File: src/rtl/gpio_func_seq_if.sv
// gpio_func_seq_if: config bus, peripheral activity and pin-mux enables of the function sequencer
interface gpio_func_seq_if;
  logic       cfg_wr;
  logic [5:0] cfg_data;
  logic [5:0] periph_busy;
  logic       cfg_ready;
  logic       cfg_done;
  logic       cfg_err;
  logic [5:0] en_vec;
  logic       EN_UART, EN_I2C, EN_SPI, EN_PWM_OUTB0, EN_PWM_OUTA0, EN_TMR_IN0;
  modport master (
    output cfg_wr, cfg_data, periph_busy,
    input  cfg_ready, cfg_done, cfg_err, en_vec,
    input  EN_UART, EN_I2C, EN_SPI, EN_PWM_OUTB0, EN_PWM_OUTA0, EN_TMR_IN0
  );
  modport slave (
    input  cfg_wr, cfg_data, periph_busy,
    output cfg_ready, cfg_done, cfg_err, en_vec,
    output EN_UART, EN_I2C, EN_SPI, EN_PWM_OUTB0, EN_PWM_OUTA0, EN_TMR_IN0
  );
endinterface

File: src/rtl/gpio_func_seq.sv
// gpio_func_seq: applies a target alternate-function map one enable at a time, lowest bit first
module gpio_func_seq #(
  parameter int SETTLE_CYCLES = 4,
  parameter int CNT_W = 8
) (
  input logic clk,
  input logic rst,
  gpio_func_seq_if.slave bus
);
  typedef enum logic [1:0] {IDLE, SCAN, SETTLE} state_t;
  state_t state, state_n;
  logic [5:0] target, target_n, en, en_n, pending, elig, pick;
  logic [CNT_W-1:0] cnt, cnt_n;
  logic done, done_n, err, err_n;
  assign pending = target ^ en;
  // a disable waits while its peripheral is active; enables never wait
  assign elig = pending & ~(en & bus.periph_busy);
  assign pick = elig & (~elig + 6'd1);
  always_comb begin
    state_n = state;
    target_n = target;
    en_n = en;
    cnt_n = cnt;
    done_n = 1'b0;
    err_n = bus.cfg_wr && state != IDLE;
    case (state)
      IDLE: if (bus.cfg_wr) begin
        target_n = bus.cfg_data;
        state_n = SCAN;
      end
      SCAN: if (pending == 6'd0) begin
        state_n = IDLE;
        done_n = 1'b1;
      end else if (elig != 6'd0) begin
        en_n = en ^ pick;
        state_n = SETTLE_CYCLES == 0 ? SCAN : SETTLE;
      end
      SETTLE: begin
        cnt_n = cnt == CNT_W'(SETTLE_CYCLES - 1) ? '0 : cnt + 1'b1;
        state_n = cnt == CNT_W'(SETTLE_CYCLES - 1) ? SCAN : SETTLE;
      end
      default: state_n = IDLE;
    endcase
  end
  always_ff @(posedge clk or posedge rst) begin
    if (rst) begin
      state <= IDLE;
      target <= '0;
      en <= '0;
      cnt <= '0;
      done <= 1'b0;
      err <= 1'b0;
    end else begin
      state <= state_n;
      target <= target_n;
      en <= en_n;
      cnt <= cnt_n;
      done <= done_n;
      err <= err_n;
    end
  end
  assign bus.cfg_ready = state == IDLE;
  assign bus.cfg_done = done;
  assign bus.cfg_err = err;
  assign bus.en_vec = en;
  assign {bus.EN_TMR_IN0, bus.EN_PWM_OUTA0, bus.EN_PWM_OUTB0, bus.EN_SPI, bus.EN_I2C, bus.EN_UART} = en;
endmodule

File: src/flat_wrapper.sv
// flat-port wrapper written by rule: the top's interface ports become plain ports
module gpio_func_seq_flat 
#(
  parameter int SETTLE_CYCLES = 4,
  parameter int CNT_W = 8
)
  (clk, rst, bus_cfg_wr, bus_cfg_data, bus_periph_busy, bus_cfg_ready, bus_cfg_done, bus_cfg_err, bus_en_vec, bus_EN_UART, bus_EN_I2C, bus_EN_SPI, bus_EN_PWM_OUTB0, bus_EN_PWM_OUTA0, bus_EN_TMR_IN0);
  gpio_func_seq_if bus_i ();
  input logic clk;
  input logic rst;
  input wire logic [$bits(bus_i.cfg_wr)-1:0] bus_cfg_wr;
  input wire logic [$bits(bus_i.cfg_data)-1:0] bus_cfg_data;
  input wire logic [$bits(bus_i.periph_busy)-1:0] bus_periph_busy;
  output wire logic [$bits(bus_i.cfg_ready)-1:0] bus_cfg_ready;
  output wire logic [$bits(bus_i.cfg_done)-1:0] bus_cfg_done;
  output wire logic [$bits(bus_i.cfg_err)-1:0] bus_cfg_err;
  output wire logic [$bits(bus_i.en_vec)-1:0] bus_en_vec;
  output wire logic [$bits(bus_i.EN_UART)-1:0] bus_EN_UART;
  output wire logic [$bits(bus_i.EN_I2C)-1:0] bus_EN_I2C;
  output wire logic [$bits(bus_i.EN_SPI)-1:0] bus_EN_SPI;
  output wire logic [$bits(bus_i.EN_PWM_OUTB0)-1:0] bus_EN_PWM_OUTB0;
  output wire logic [$bits(bus_i.EN_PWM_OUTA0)-1:0] bus_EN_PWM_OUTA0;
  output wire logic [$bits(bus_i.EN_TMR_IN0)-1:0] bus_EN_TMR_IN0;
  assign bus_i.cfg_wr = bus_cfg_wr;
  assign bus_i.cfg_data = bus_cfg_data;
  assign bus_i.periph_busy = bus_periph_busy;
  assign bus_cfg_ready = bus_i.cfg_ready;
  assign bus_cfg_done = bus_i.cfg_done;
  assign bus_cfg_err = bus_i.cfg_err;
  assign bus_en_vec = bus_i.en_vec;
  assign bus_EN_UART = bus_i.EN_UART;
  assign bus_EN_I2C = bus_i.EN_I2C;
  assign bus_EN_SPI = bus_i.EN_SPI;
  assign bus_EN_PWM_OUTB0 = bus_i.EN_PWM_OUTB0;
  assign bus_EN_PWM_OUTA0 = bus_i.EN_PWM_OUTA0;
  assign bus_EN_TMR_IN0 = bus_i.EN_TMR_IN0;
  gpio_func_seq #(.SETTLE_CYCLES(SETTLE_CYCLES), .CNT_W(CNT_W)) u_core (.clk(clk), .rst(rst), .bus(bus_i));
endmodule
File: config.mk
export PLATFORM = sky130hd
export DESIGN_NAME = gpio_func_seq_flat
export DESIGN_NICKNAME = d
export VERILOG_FILES = /design/src/rtl/gpio_func_seq_if.sv /design/src/rtl/gpio_func_seq.sv /design/src/flat_wrapper.sv
export SDC_FILE = /design/constraint.sdc
export NUM_CORES = 1
export LEC_CHECK = 0
export CORE_MARGIN = 10
export CORE_UTILIZATION = 53
export DETAILED_ROUTE_END_ITERATION = 10
export PLACE_DENSITY = 0.84
export SLEW_MARGIN = 20
export SYNTH_ARGS = -nofsm -noshare
export SYNTH_HDL_FRONTEND = slang
export SYNTH_SLANG_ARGS = --single-unit
File: constraint.sdc
create_clock -name clk -period 2.71 [get_ports clk]
set_input_delay 0.6775 -clock clk [delete_from_list [all_inputs] [get_ports clk]]
set_output_delay 0.6775 -clock clk [all_outputs]
set_load 0.005 [all_outputs]
# ---- After elaboration in Yosys (flattened, before gate mapping)
# Index checks and enable logic that the tools add are counted.
# W data, S select, Z words.
dict set report op_classes {
  muxes 8
  magnitude_cmp 0
  mul 0
  addsub 2
  n_div 0
  n_bitwise 8
  eq_ne 5
  reduce_logical 8
  shifts 0
}
# op count
set op_table {}
lappend op_table {{$and A6 B6 Y6} 3}
lappend op_table {{$not A6 Y6} 2}
lappend op_table {{$xor A6 B6 Y6} 2}
lappend op_table {{$add A8 B1 Y8 const B} 1}
lappend op_table {{$eq A8 B2 Y1 const B} 1}
lappend op_table {{$mux W2} 4}
lappend op_table {{$mux W8} 1}
lappend op_table {{$add A6 B1 Y6 const B} 1}
lappend op_table {{$logic_not A6 Y1} 1}
lappend op_table {{$pmux W2 S3} 1}
lappend op_table {{$reduce_bool A6 Y1} 1}
lappend op_table {{$reduce_and A2 Y1} 2}
lappend op_table {{$ne A3 B1 Y1 const B} 1}
lappend op_table {{$reduce_and A3 Y1} 1}
lappend op_table {{$eq A2 B1 Y1 const B} 1}
lappend op_table {{$eq A2 B2 Y1 const B} 1}
lappend op_table {{$logic_not A2 Y1} 1}
lappend op_table {{$mux W1} 2}
lappend op_table {{$ne A2 B2 Y1 const B} 1}
lappend op_table {{$reduce_bool A2 Y1} 1}
lappend op_table {{$logic_and A1 B1 Y1} 1}
lappend op_table {{$not A1 Y1} 1}
dict set report totals {
  reg_bits 24
  out_inout_bits 15
  elab_cells 37
  input_bits 15
  latch_bits 0
  romBits 0
  n_memories 0
  mem_bits_rw 0
}

# ---- Longest topological paths before layout
dict set report logic_depth {
  depth_word 7
  mapped_depth 5
  mapped_depth_nobuf 5
}

# ---- Least setup slack after synthesis
# No wires, ideal clock.
dict set report synth_timing {
  path_type {input port to flip-flop}
  startpoint {input bus_periph_busy[1]}
  endpoint {register u_core.en[5], in the netlist u_core.bus.en_vec[5]}
  stages 5
  arrival_time_ns 1.691
  required_time_ns 2.588
  setup_ns 0.122
  path_buffers 0
  setup_slack_ns 0.898
  cell_sequence {or3b_1 o2111a_1 nor2b_4 and3_1 a32o_1}
}
dict set report synth_between {
  elab_chain_cells 7
  elab_cells_between_ends 9
  classes_between {add/sub: 1; bitwise: 6; reduce/logical: 2}
}
# item line
set synth_lines {}
lappend synth_lines {{start, declared} flat_wrapper.sv:13} ;# input wire logic [$bits(bus_i.periph_busy)-1:0] bus_periph_busy;
lappend synth_lines {{$and A6 B6 Y6 *} gpio_func_seq.sv:17} ;# assign elig = pending & ~(en & bus.periph_busy);
lappend synth_lines {{$not A6 Y6 *} gpio_func_seq.sv:17}
lappend synth_lines {{$and A6 B6 Y6 *} gpio_func_seq.sv:17}
lappend synth_lines {{$not A6 Y6} gpio_func_seq.sv:18} ;# assign pick = elig & (~elig + 6'd1);
lappend synth_lines {{$add A6 B1 Y6} gpio_func_seq.sv:18}
lappend synth_lines {{$and A6 B6 Y6} gpio_func_seq.sv:18}
lappend synth_lines {{$xor A6 B6 Y6} gpio_func_seq.sv:35} ;# en_n = en ^ pick;
lappend synth_lines {{end signal, assigned} gpio_func_seq.sv:56} ;# en <= en_n;
lappend synth_lines {{end, declared} gpio_func_seq.sv:12} ;# logic [5:0] target, target_n, en, en_n, pending, elig, pick;
# Mark *: on every way between the ends. The rest lies on a longest branch, timed or not.
# A chain may end at the register's enable or synchronous reset.

# ---- Worst setup path after layout
dict set report layout_timing {
  startpoint {register u_core.state[0]}
  endpoint {output bus_cfg_ready}
}
dict set report layout_between {
  elab_chain_cells 1
}
# item line
set layout_lines {}
lappend layout_lines {{start, declared} gpio_func_seq.sv:11} ;# state_t state, state_n;
lappend layout_lines {{start signal, assigned} gpio_func_seq.sv:54} ;# state <= state_n;
lappend layout_lines {{$logic_not A2 Y1} gpio_func_seq.sv:62} ;# assign bus.cfg_ready = state == IDLE;
lappend layout_lines {{end, declared} flat_wrapper.sv:14} ;# output wire logic [$bits(bus_i.cfg_ready)-1:0] bus_cfg_ready;
# No other way between the ends.

==> metrics.cfg <==
[status]
status = finished, final reports clean

[global_routing]
grtUsageTotal_pct = 11.7
grt_overflow = 0
antenna_found_initial = 0
grt_pass1_vias = 1004
grt_max_degree = 25
grt_pass1_wl_um = 4840

[critical_path]
crit_path_start = u_core.state[0]
cp_data_required_time_ns = 2.03
cp-start-kind = flip-flop
cp_max_fo = 5
critPathKind = reg2out
r2r-start = u_core.cnt[0]
crit_slowest_cell = clkdlybuf4s50_1
path_cells = nor2_1 -> clkdlybuf4s50_1
crit_family = buffers and inverters
cp_num_buf_inv = 1
max_stage_delay_ns = 0.55
end_kind = primary output
arrival_ns = 1.51

[sta]
fin_skew_ns = 0.0126
fmax_ghz = 0.457
min_period_over_period_pct = 80.7
worst_slack_ns = 0.524
rsz0062_at_grt = no
hold_violations = 0
hold_slack_ns = 0.492
setup_viol = 0
tightest_slew_ns = 0.376
fin_setup_tns_ns = 0
slew_violations = 0
finalCriticalPeriod_ns = 2.19
slew_headroom_pct = 74.9

[route]
drc = 0
vias = 944
postRouteAntennaNets = 0
wl_um = 2770
vias_per_cell = 5.49
initialDrtViolationCount = 48
first_pass_iters = 4
wl_per_cell_um = 16.1

[finish]
final_nets = 161
fin_area_mm2 = 0.00163
area_growth_pct = 26.0
finish.utilization_pct = 71.7
final_cells = 172
layout-drive-gt1-share_pct = 11.1
n_antenna_cell = 0

[pwr]
p_per_area_mw_per_mm2 = 1120
ir_drop_mv = 0.887
seqPwrFrac_pct = 38.0
total_leakage_power_nw = 0.670
p_comb_share_pct = 47.8
internal_power_mw = 1.16
power_mw = 1.83
swShare_pct = 36.4
p_sw_mw = 0.665
p_clk_share_pct = 14.2

[clock_tree]
root_buffer = clkbuf_4
post_cts_resize_count = 0
cts-hold-fix-buffers = 0
h-tree-depth = 1
clockBufferDepth = 2
cts_tree = built
cts_buffers = 3
insertion_delay_ns = 0.32
clock-sinks = 24
post_cts_buffers = 0
clk_pin_slew_worst_paths_ns = 0.14

[placement]
port_buffers = 29
pre_cts_ws_ns = 0.385
dp.cells = 168
place_area_mm2 = 0.00158
dp_hpwl_um = 2180
gp_congestion = 0.823

[floorplanning]
dieHeight_um = 69.4
row_count = 17
core_area_mm2 = 0.00228
die_w_um = 69.4
start_util_pct = 56.9
io_pins = 30
die-area_mm2 = 0.00482

[synthesis]
synthArstFlopShare_pct = 100
syn_inst = 117
synth_common_cells = 24 x dfrtp_1, 11 x nand2b_1, 10 x xnor2_1
synth_fp_nets = 133
yosys_warnings = 0
ys_seq_area_share_pct = 46.4
syn_area_mm2 = 0.00129
synth_top_area_cell = dfrtp_1
synth-seq-cells = 24
synth.most_common_cell = dfrtp_1
synth_edf_count = 0
syn-mean-instance-area_um2 = 11.1
ys.flop_type = dfrtp_1
synthTopCellsByArea = dfrtp_1 46%, xnor2_1 6.8%, nand2b_1 5.3%
synth.top_cell.area_share_pct = 46.4
netlist-cell-type-count = 36

[hold_path]
hold_path.class = reg2reg
hp-start = u_core.cnt[7]

[flow_run]
maxCapViolCount = 0

## sequential cells by signal (all words and copies together), names as in the netlist, named ones only
signal               cells
u_core.cnt               8
u_core.target            6
u_core.bus.en_vec        5
u_core.state             2
u_core.bus.cfg_done      1
u_core.bus.cfg_err       1
## cells in the final DEF, fill, tap and decap left out, drive strengths merged, types with 2 or more instances in the layout
cell and instances:
a22o 3, mux2i 2, nor2 5, nand2 5, a32o 2, nand2b 11
nand3 4, nor2b 5, inv 3, nand4 4, o21ai 5, clkdlybuf4s50 29
and4 2, mux2 6, clkbuf 3, nor3 2, xnor2 10, and3 2
dfrtp 24
## path summary, 6_finish.rpt
kind | slack [ns] | end | cells past startpoint
worst max-delay path | 0.52 | bus_cfg_ready | 2
worst min-delay path | 0.49 | u_core.cnt[7] | 1
worst max register to register | 0.93 | u_core.cnt[1] | 5
worst min register to register | 0.49 | u_core.cnt[7] | 1
max in group asynchronous | 1.78 | u_core.bus.cfg_err | 3
min in group asynchronous | 0.69 | u_core.cnt[3] | 3
## final cells by class
type	count	area [µm²]
fill	180	644
multi-input combinational	83	634
sequential	24	601
timing repair buffer	30	298
tap	28	35.0
clock inverter	1	30.0
clock buffer	3	22.5
inverter	3	11.3
## kinds of logic (layout without fill, tap and decap cells)
kind of cell,count (synthesis),count (layout),synth area share (%)
AOI/OAI and AO/OA,15,15,9.47
xor gates and xnor gates,10,10,6.76
adders and majority gates,1,1,0.966
buffers and inverters,10,37,4.64
DFF,24,24,46.4
muxes,8,8,6.76
and+or+nand+nor,49,49,25.0
## power groups by stage
stage          Clock (mW)  Sequential [mW]  Combinational (mW)
3_3_place_gp            0            0.685               0.852
4_1_cts             0.263            0.694               0.885
5_1_grt             0.279            0.724               0.971
6_report            0.260            0.694               0.872
3_5_place_dp            0            0.701               0.877
2_1_floorplan           0            0.661               0.605
## layer usage
| metal | GRT usage [%] | up-vias | share of wire (%) |
|---|---|---|---|
| li1 | - | 467 | - |
| met1 | 13.5 | 449 | 41 |
| met2 | 19.7 | 24 | 50 |
| met3 | 3.85 | 4 | 7.3 |
| met4 | 3.55 | 0 | 1.7 |
| met5 | 0 | - | 0 |
(Power assumes the default switching activity.)
==> variant 1 (same flow settings) <==
`CNT_W` is set to 8 in 2 places; all go to 10.
--- a/src/rtl/gpio_func_seq.sv
+++ b/src/rtl/gpio_func_seq.sv
@@ -2,5 +2,5 @@
 module gpio_func_seq #(
   parameter int SETTLE_CYCLES = 4,
-  parameter int CNT_W = 8
+  parameter int CNT_W = 10
 ) (
   input logic clk,
--- a/src/flat_wrapper.sv
+++ b/src/flat_wrapper.sv
@@ -3,5 +3,5 @@
 #(
   parameter int SETTLE_CYCLES = 4,
-  parameter int CNT_W = 8
+  parameter int CNT_W = 10
 )
   (clk, rst, bus_cfg_wr, bus_cfg_data, bus_periph_busy, bus_cfg_ready, bus_cfg_done, bus_cfg_err, bus_en_vec, bus_EN_UART, bus_EN_I2C, bus_EN_SPI, bus_EN_PWM_OUTB0, bus_EN_PWM_OUTA0, bus_EN_TMR_IN0);
Function: same outputs for any inputs over 10 cycles, from zero or initial values and one cycle with rst high; that may be too few to reach the edited logic, so the function may still have changed.
==> variant 1 against the original RTL <==
Routed wire length grew 14%. Non-clock buffer count rose by 1. Clock power is 23% lower. Total power fell by 2.5%. Die area rose by 4.4%. Via count grew 16%. Sequential cell count is 2 higher. Count of clock-buffer cells in the layout increased by 1. Synthesized area up 6.2%. Setup slack worse by 67 ps. Design area grew 3.6%. Critical endpoint is now u_core.bus.en_vec[1]. Highest routed layer unchanged.
==> variant 1: results (changes against the original RTL) <==
* Sequential area share after synthesis at 0.473 (was 0.464)
* Status: finished, final reports clean (unchanged)
* VDD IR max at 0.785 mV (was 0.887 mV)
* ClkCell Share at 0.0215 (was 0.0322)
* Dpl ws at 170 ps (was 385 ps)
* Family with the most delay on the worst path: simple AND/OR/NAND/NOR gates (was buffers and inverters)
* First-pass GRT wire length at 5.28 mm (was 4.84 mm)
* Multi-input gate area at 646 um^2 (was 634 um^2)
* Clock skew at 1.56 ps (was 12.6 ps)
* Leakage Power at 0.000717 uW (was 0.000670 uW)
* Relative slew slack at 0.610 (was 0.749)
* Worst-path fanout max at 10 (was 5)
* Clock power share at 0.112 (was 0.142)
* Switch Pwr at 665 uW (about the same)
* Max reg flops at 10 (was 8)
* Clock group power at 199 uW (was 260 uW)
* Layout cells sized above 1 at 0.0949 (was 0.111)
* Comb pwr share at 0.488 (was 0.478)
* FILL cells at 215 (was 180)
* Crit path largest cell delay at 510 ps (was 550 ps)
* Via density at 5.82 (was 5.49)
* NonClk Buf Share at 0.181 (was 0.183)
* Final hold slack at 474 ps (was 492 ps)
* Synth cell types at 38 (was 36)
* 1st-iter DRT viols at 63 (was 48)
* WL final at 3.15 mm (was 2.77 mm)
* Mapped Nets at 148 (was 133)
* Taps Inserted at 30 (was 28)
* Worst Path Arrival at 2480 ps (was 1510 ps)
* Seq/total area at 0.385 (was 0.368)
* CP max-delay cell: or4_1 (was clkdlybuf4s50_1)
* Worst hold path startpoint: u_core.cnt[9] (was u_core.cnt[7])
* Signal buffers at 31 (was 30)
* Vias in the first global route at 1164 (was 1004)
* Comb_multi_in at 93 (was 83)
* Final Non-Filler Cells at 188 (was 172)
* CP endpoint: u_core.bus.en_vec[1] (was bus_cfg_ready)
* Register area at 651 um^2 (was 601 um^2)
* GRT Total Usage at 0.124 (was 0.117)
* HPWL after DPL at 2.45 mm (was 2.18 mm)
* Top cells by area, synth: dfrtp_1, mux2_2, nand2b_1 (was dfrtp_1, xnor2_1, nand2b_1)
variant 1: cell types whose count changed after synthesis, moves of 2 or more:
| cell | unedited run | this run |
|---|---|---|
| and3_1 | 2 | 4 |
| xnor2_1 | 10 | 6 |
| xor2_1 | 0 | 2 |
| a21oi_1 | 0 | 3 |
| nand4_1 | 4 | 7 |
| nor2_1 | 5 | 9 |
| dfrtp_1 | 24 | 26 |
| o21ai_0 | 5 | 2 |
| nor2b_1 | 4 | 8 |
variant 1: per-layer routing:
| metal | global-route usage | share of wire |
|---|---|---|
| met3 | 0.0418 | 0.055 |
| met4 | 0.0581 | 0.022 |
| met1 | 0.138 | 0.42 |
| met2 | 0.209 | 0.50 |
| met5 | 0 | 0 |
variant 1: cell families after synthesis:
family	synth area share
fa+ha+maj	0.00910
xor+xnor	0.0510
flops	0.473
mux	0.0564
compound gates	0.0901
buf+inv	0.0573
simple gates	0.263
==> variant 2 (config.mk and constraints unchanged) <==
Made on the original files. The 3 states of `state_t` get a one-hot encoding in 3 bits.
--- a/src/rtl/gpio_func_seq.sv
+++ b/src/rtl/gpio_func_seq.sv
@@ -8,5 +8,5 @@
   gpio_func_seq_if.slave bus
 );
-  typedef enum logic [1:0] {IDLE, SCAN, SETTLE} state_t;
+  typedef enum logic [2:0] {IDLE = 3'b001, SCAN = 3'b010, SETTLE = 3'b100} state_t;
   state_t state, state_n;
   logic [5:0] target, target_n, en, en_n, pending, elig, pick;
Formal check against the unedited RTL: no difference found for any inputs over 10 cycles, from zero or initial values and one cycle with rst high; not proved beyond that.
==> variant 2 against the original RTL <==
Worst hold slack hardly changed. Critical path type unchanged. Clock power fell by 35%. Critical path depth increased by 2. Clock skew decreased by 7.7 ps. Total power shrank 5.5%. Critical endpoint unchanged. Sequential share of layout area shrank 0.19 points. Die area grew 4.5%. Setup slack got worse by 350 ps. Sequential cell count grew 1. Global-route usage grew 0.88 points. Synthesized area up 6.3%. Largest cell class unchanged. Routed wire length grew 7.9%. Design area rose by 4.9%.
==> variant 2: results (changes against the original RTL) <==
* Post-synthesis xor/xnor area fraction at 0.0764 (was 0.0676)
* Number of CTS-inserted buffers at 3 (unchanged)
* Clk Latency, worst-skew pair at 320 ps (about the same)
* Worst-path fanout max at 4 (was 5)
* Leakage Power at 0.000709 uW (was 0.000670 uW)
* Status: finished, final reports clean (unchanged)
* First-pass GRT wire length at 5.26 mm (was 4.84 mm)
* 1st-iter DRT viols at 31 (was 48)
* Vias at 1060 (was 944)
* Post-DP Area at 0.00168 mm^2 (was 0.00158 mm^2)
* Met1 usage at 0.144 (was 0.135)
* Compound-Gate Fraction of Synth Area at 0.133 (was 0.0947)
* Met2 wire length at 1.46 mm (was 1.40 mm)
* WL final at 2.99 mm (was 2.77 mm)
* Mapped Nets at 144 (was 133)
* Clock skew at 4.88 ps (was 12.6 ps)
* Met1 Routed Length at 1.25 mm (was 1.12 mm)
* Commonest cells in the netlist: dfrtp_1, inv_1, xnor2_1 (was dfrtp_1, nand2b_1, xnor2_1)
* Reg2reg setup slack at 810 ps (was 930 ps)
* GRT Total Usage at 0.125 (was 0.117)
* Placer Congestion at 0.849 (was 0.823)
* Multiplexer area fraction after synthesis at 0.0318 (was 0.0676)
* CP Launch Point: u_core.state[0] (unchanged)
* Sw Share at 0.393 (was 0.364)
* Dpl ws at 200 ps (was 385 ps)
* Reg-to-reg endpoint: u_core.bus.en_vec[1] (was u_core.cnt[1])
* VDD IR max at 0.681 mV (was 0.887 mV)
* Nets at 175 (was 161)
* Synth Area in Adders at 0.00909 (was 0.00966)
* Pre-antenna DRT Iters at 6 (was 4)
* Final hold slack at 492 ps (about the same)
* Met3 GRT Util at 0.0404 (was 0.0385)
* Largest net degree at the start of global routing at 26 (was 25)
* Synth cell types at 42 (was 36)
* RR Startpoint: u_core.bus.en_vec[2] (was u_core.cnt[0])
* Worst Path Arrival at 1860 ps (was 1510 ps)
* Reg with most FFs: u_core.cnt (unchanged)
* Worst slew pin tran at 557 ps (was 376 ps)
## variant 2: cell count changes after synthesis, moves of 2 or more
| cell | delta |
|---|---|
| a22o_1 | -3 |
| nand2b_1 | -4 |
| a21oi_1 | +3 |
| o21ai_1 | +2 |
| or4b_1 | +3 |
| inv_1 | +8 |
| xor2_1 | +2 |
| mux2_2 | -3 |
| o41ai_1 | +2 |
| o31ai_2 | +2 |
| nor2b_1 | -4 |
## variant 2: cell type report
type | count | area [um^2] | area share
multi-input combinational | 86 | 663 | 0.387
sequential | 25 | 627 | 0.366
timing repair buffer | 32 | 313 | 0.183
inverter | 11 | 41.3 | 0.0241
tap | 30 | 37.5 | 0.0219
clock buffer | 3 | 22.5 | 0.0132
clock inverter | 1 | 7.51 | 0.00439
## variant 2: through the flow
| stage | instances | total power, uW |
|---|---|---|
| 2_1_floorplan | 128 | 1240 |
| 3_3_place_gp | 184 | 1540 |
| 3_5_place_dp | 184 | 1580 |
| 4_1_cts | 188 | 1750 |
| 5_1_grt | 188 | 1870 |
| 6_report | 188 | 1730 |
## variant 2: power groups by stage
stage / clock network (uW) / registers (uW) / logic (uW)
CTS: 178 / 667 / 903
global route: 191 / 694 / 989
detailed placement: 0 / 676 / 899
floorplan: 0 / 642 / 599
finish: 170 / 666 / 890
global placement: 0 / 662 / 875
## variant 2: worst max path at each step
stage	to	slack, ps	cells after the start
final	bus_cfg_ready	170	4
after global routing	bus_cfg_ready	40	4
after global placement	u_core.bus.en_vec[2]	250	6
after floorplan	u_core.bus.en_vec[1]	810	5
after detailed placement	u_core.bus.en_vec[1]	200	6
after CTS	bus_cfg_ready	160	4
## variant 2: worst max-delay path: stages (launching register included)
cell	delay, ps
dfstp_2	590
inv_1	90
nor3_1	200
buf_4	160
clkdlybuf4s50_1	500
